`config.mk`:
```
export PLATFORM = sky130hd
export DESIGN_NAME = mem_block_mover
export DESIGN_NICKNAME = d
export VERILOG_FILES = /design/src/rtl/mem_mover_pkg.sv /design/src/rtl/mem_block_mover.sv
export SDC_FILE = /design/constraint.sdc
export NUM_CORES = 1
export LEC_CHECK = 0
export BUFFER_PORTS_ARGS = -buffer_cell sky130_fd_sc_hd__buf_2
export CORE_MARGIN = 5
export CORE_UTILIZATION = 35
export CTS_CLUSTER_DIAMETER = 100
export CTS_CLUSTER_SIZE = 40
export DETAILED_ROUTE_END_ITERATION = 8
export PLACE_DENSITY_LB_ADDON = 0.1
export SLEW_MARGIN = 5
export SYNTH_ARGS = -nofsm -noshare
export SYNTH_HDL_FRONTEND = slang
export SYNTH_SLANG_ARGS = --single-unit
```
`constraint.sdc`:
```
create_clock -name clk -period 10.9 [get_ports clk]
set_clock_uncertainty 0.05 [all_clocks]
set_input_delay 0.545 -clock clk [delete_from_list [all_inputs] [get_ports clk]]
set_output_delay 0.545 -clock clk [all_outputs]
set_load 0.005 [all_outputs]
```
`src/rtl/mem_mover_pkg.sv`:
```
// Shared types and constants for the memory block mover.
package mem_mover_pkg;

    // Controller states: idle, read a source byte, write a destination byte, completion pulse
    typedef enum logic [1:0] {
        IDLE = 2'd0,
        RD   = 2'd1,
        WR   = 2'd2,
        FIN  = 2'd3
    } mover_state_t;

    localparam logic MODE_COPY = 1'b0;
    localparam logic MODE_FILL = 1'b1;

endpackage

```
`src/rtl/mem_block_mover.sv`:
```
// Block copy / fill engine that drives the data memory's single port while busy.
// Copies walk backward when the destination overlaps the tail of the source, so
// overlapping moves always reproduce the original source image.
module mem_block_mover
    import mem_mover_pkg::*;
#(
    parameter int AW = 8,
    parameter int DW = 8
) (
    input  logic          clk,
    input  logic          reset,
    input  logic          start,
    input  logic          mode,
    input  logic [AW-1:0] src,
    input  logic [AW-1:0] dst,
    input  logic [AW-1:0] len,
    input  logic [DW-1:0] fill_val,
    input  logic [DW-1:0] mem_dat_out,
    output logic [AW-1:0] mem_addr,
    output logic          mem_wr_en,
    output logic [DW-1:0] mem_dat_in,
    output logic          busy,
    output logic          done
);

    localparam logic [AW-1:0] ONE = AW'(1);

    mover_state_t  state;
    logic [AW-1:0] rd_ptr;
    logic [AW-1:0] wr_ptr;
    logic [AW-1:0] count;
    logic [DW-1:0] data_buf;
    logic          mode_r;
    logic [DW-1:0] fill_r;
    logic          backward;

    logic [AW-1:0] start_diff;
    logic [AW-1:0] len_m1;
    logic          start_back;
    logic          start_noop;

    // Request decode: a copy runs backward when dst lands inside (src, src+len)
    assign start_diff = dst - src;
    assign len_m1     = len - ONE;
    assign start_back = (mode == MODE_COPY) && (start_diff != '0) && (start_diff < len);
    assign start_noop = (len == '0) || ((mode == MODE_COPY) && (src == dst));

    // Sequencer: state, pointers, remaining count and the read-data holding register
    always_ff @(posedge clk) begin
        if (reset) begin
            state    <= IDLE;
            rd_ptr   <= '0;
            wr_ptr   <= '0;
            count    <= '0;
            data_buf <= '0;
            mode_r   <= MODE_COPY;
            fill_r   <= '0;
            backward <= 1'b0;
        end else begin
            case (state)
                IDLE: begin
                    if (start) begin
                        mode_r   <= mode;
                        fill_r   <= fill_val;
                        count    <= len;
                        backward <= start_back;
                        rd_ptr   <= start_back ? (src + len_m1) : src;
                        wr_ptr   <= start_back ? (dst + len_m1) : dst;
                        if (start_noop) begin
                            state <= FIN;
                        end else if (mode == MODE_COPY) begin
                            state <= RD;
                        end else begin
                            state <= WR;
                        end
                    end
                end
                RD: begin
                    data_buf <= mem_dat_out;
                    state    <= WR;
                end
                WR: begin
                    count  <= count - ONE;
                    rd_ptr <= backward ? (rd_ptr - ONE) : (rd_ptr + ONE);
                    wr_ptr <= backward ? (wr_ptr - ONE) : (wr_ptr + ONE);
                    if (count == ONE) begin
                        state <= FIN;
                    end else if (mode_r == MODE_COPY) begin
                        state <= RD;
                    end else begin
                        state <= WR;
                    end
                end
                FIN: begin
                    state <= IDLE;
                end
                default: begin
                    state <= IDLE;
                end
            endcase
        end
    end

    // Memory port and status outputs decoded from the current state
    always_comb begin
        mem_addr   = '0;
        mem_wr_en  = 1'b0;
        mem_dat_in = '0;
        busy       = 1'b0;
        done       = 1'b0;
        case (state)
            RD: begin
                mem_addr = rd_ptr;
                busy     = 1'b1;
            end
            WR: begin
                mem_addr   = wr_ptr;
                mem_wr_en  = 1'b1;
                mem_dat_in = (mode_r == MODE_FILL) ? fill_r : data_buf;
                busy       = 1'b1;
            end
            FIN: begin
                done = 1'b1;
            end
            default: begin
                mem_addr = '0;
            end
        endcase
    end

endmodule

```
==> run_results.csv <==
group,metric,value,unit
hold_path,hp-class,"reg -> reg",
cts,cts_setup_buffers,0,
synthesis,ys_ff_latch,44,
synthesis,synthTopCellsByArea,"dfxtp_1 20%, ha_1 13%, mux2i_1 7.1%",
global_route,grtUsageTotal,0.183,
run,cap_violations,0,
sta,fin_crit,4860,ps
global_route,grt_pass1_vias,4193,
setup_path,crit_buf_inv,2,
setup_path,arrival,4980,ps
sta,slew_headroom,0.264,
detailed_routing,drt_wl_total,13800,um
floorplan,num_rows,41,
sta,rsz0062_at_grt,"no",
cells_and_area,drive_above_1_share,0.130,
setup_path,path_cells,"buf_2 -> inv_1 -> ha_1 -> nand2b_1 -> a21o_1 -> or4b_1 -> o2111ai_1 -> ha_1 -> nand4_1 -> and3_1 -> o21ai_0 -> a211oi_2 -> o31a_2 -> a211oi_1 -> or3_1",
sta,fmax,206,MHz
placed_design,port_buffers,62,
detailed_routing,drc,0,
power_and_ir_drop,power.density,148,nW/um2
cts,tritoncts,"done",
cts,cts_max_level,2,
setup_path,worstSetupPathType,"in -> reg",
sta,setup-violations-final,0,
sta,setup_tns,0,ps
cts,cts.repair.resized,0,
cts,clock_latency,290,ps
synthesis,synthTopCellsByCount,"59 x nor2_1, 48 x ha_1, 45 x inv_1",
synthesis,synth.largest_area_cell,"dfxtp_1",
synthesis,synthArstFlopShare,0,
cells_and_area,antenna_cells,0,
detailed_routing,firstDrtPassIters,5,
global_route,antenna_found_initial,0,
detailed_routing,ant_nets,0,
detailed_routing,vias_per_cell,5.53,
setup_path,startpoint_type,"primary input",
setup_path,slowest_delay,870,ps
synthesis,ys_types,60,
setup_path,cp_top_family,"compound AO/OA/AOI/OAI gates",
cts,clockRootBuffer,"clkbuf_16",
placed_design,dp_hpwl,10900,um
floorplan,coreArea,12600,um2
floorplan,dieWidth,123,um
cells_and_area,utilization,0.404,
cells_and_area,syn2layout_area_growth,13.5,%
cts,cts_buffer_depth,2,
cts,cts.clk_slew.worst_paths,60,ps
detailed_routing,drt_iter0_markers,203,
cts,cts_made_buffers,5,
global_route,grt_pass1_wl,21900,um
cells_and_area,fill_cells,1352,
sta,worst_pin_slew,1100,ps
setup_path,slowest_stage,"a211oi_2",
synthesis,synth_cells,586,
floorplan,die_h,123,um
synthesis,synth_most_common_cell,"nor2_1",
global_route,grt_max_degree,48,
sta,hold_violations,0,
synthesis,syn_nets,683,
power_and_ir_drop,total_power,0.000755,W
cts,cts.sinks,44,
detailed_routing,via_count,4441,
floorplan,start_util,0.356,
power_and_ir_drop,p_leak,2.15,nW
floorplan,ios,63,
setup_path,worstPathRequired,11020,ps
synthesis,ys.flop_type,"dfxtp_1",
sta,slew_viol_final,0,
power_and_ir_drop,ir_worst_vdd,69.0,uV
synthesis,synth.avg_cell_area,7.66,um2
setup_path,path_max_fanout,14,
synthesis,yosysTopAreaCellShare,0.196,
sta,period_share,0.446,
global_route,overflow,0,
status,outcome,"complete, no violations",
synthesis,yosysWarnings,0,
detailed_routing,wl_per_cell,17.2,um
cts,hold_buffers,0,
placed_design,gp_congestion,0.878,
synthesis,netlist_area,4490,um2
setup_path,path_common_cell,"ha_1",
synthesis,synth_edf_count,0,
setup_path,worst_setup_path_end_kind,"flop",
cells_and_area,nNetsFinal,727,
synthesis,synth_seq_area_share,0.196,
floorplan,design.die.area,15200,um2
==> registers in the layout, summed over array words and instances (netlist names) <==
| name | count |
|---|---|
| backward | 1 |
| count | 8 |
| data_buf | 8 |
| fill_r | 8 |
| mode_r | 1 |
| rd_ptr | 8 |
| state | 2 |
| wr_ptr | 8 |
==> metrics by stage <==
step                hold WS, ps  setup slack (ps)  std cells  instance area (um2)
global route                430              5680        803                 5090
floorplan                   386              7100        586                 4490
CTS                         409              6070        803                 5090
global placement            396              5900        795                 4920
finish                      406              6040        803                 5090
detailed placement          399              5750        795                 4920
==> power by group <==
part | internal [W] | total [W] | switching, W
Clock | 0.000109 | 0.000175 | 0.0000664
Sequential | 0.000190 | 0.000225 | 0.0000350
Combinational | 0.000140 | 0.000354 | 0.000214
==> routing by layer <==
layer | wire length (um) | part of all wire | track usage
met1 | 6460 | 0.47 | 0.247
met2 | 6490 | 0.47 | 0.308
met3 | 591 | 0.043 | 0.0178
met4 | 285 | 0.021 | 0.0595
met5 | 0 | 0 | 0
==> path summary, 6_finish.rpt <==
check | from | endpoint | slack, ps | cells after the start
min | fill_r[7]$_SDFFE_PP0P_ | fill_r[7]$_SDFFE_PP0P_ | 410 | 2
max | src[1] | rd_ptr[7]$_SDFFE_PP0P_ | 6040 | 15
min reg2reg | fill_r[7]$_SDFFE_PP0P_ | fill_r[7]$_SDFFE_PP0P_ | 410 | 2
max reg2reg | state[0]$_SDFFE_PP0P_ | wr_ptr[7]$_SDFFE_PP0P_ | 7350 | 8
==> cell usage in the layout (no fill, tap or decap), types with 4 or more instances in the layout <==
| master | count |
|---|---|
| dfxtp_1 | 44 |
| buf_2 | 62 |
| o211ai_1 | 5 |
| o2111ai_1 | 4 |
| ha_1 | 48 |
| fa_1 | 5 |
| xnor2_1 | 15 |
| o211a_1 | 4 |
| nor4_1 | 9 |
| nor2b_1 | 15 |
| o21a_1 | 4 |
| o21ai_0 | 29 |
| a211oi_1 | 10 |
| xor2_1 | 6 |
| a31oi_1 | 5 |
| nor3b_1 | 6 |
| o22ai_1 | 12 |
| nand4_1 | 5 |
| or4_1 | 4 |
| nor3_1 | 18 |
| nor2_1 | 59 |
| mux2i_1 | 32 |
| a22oi_1 | 18 |
| nand2b_1 | 4 |
| a21oi_1 | 39 |
| nand3_1 | 15 |
| a21o_1 | 10 |
| and3_1 | 4 |
| clkbuf_16 | 5 |
| inv_1 | 45 |
| nand2_1 | 40 |
==> worst register-to-register path, cell delays in order (launching register included) <==
cell	delay (ps)
dfxtp_1	340
inv_1	90
ha_1	650
buf_4	380
inv_1	440
o21ai_1	920
nor3b_1	100
nor4_1	340
nand3_1	120
==> final cells by class <==
cell class / instances / area [um2] / area share
Multi-Input combinational cell: 470 / 3330 / 0.654
Sequential cell: 44 / 881 / 0.173
Timing Repair Buffer: 64 / 325 / 0.0639
Tap cell: 172 / 215 / 0.0423
Inverter: 45 / 169 / 0.0332
Clock buffer: 5 / 125 / 0.0246
Clock inverter: 3 / 46.3 / 0.00909
==> cells by family (layout without fill, tap and decap cells) <==
| logic type | after synthesis | after routing | share of synthesized area |
|---|---|---|---|
| xor gates and xnor gates | 21 | 21 | 0.0410 |
| buffers and inverters | 72 | 117 | 0.0641 |
| and+or+nand+nor | 193 | 193 | 0.213 |
| AOI/OAI and AO/OA | 171 | 171 | 0.258 |
| adders and majority gates | 53 | 53 | 0.156 |
| DFF | 44 | 44 | 0.196 |
| muxes | 32 | 32 | 0.0714 |
No activity file was read; power rests on OpenSTA's default activity.
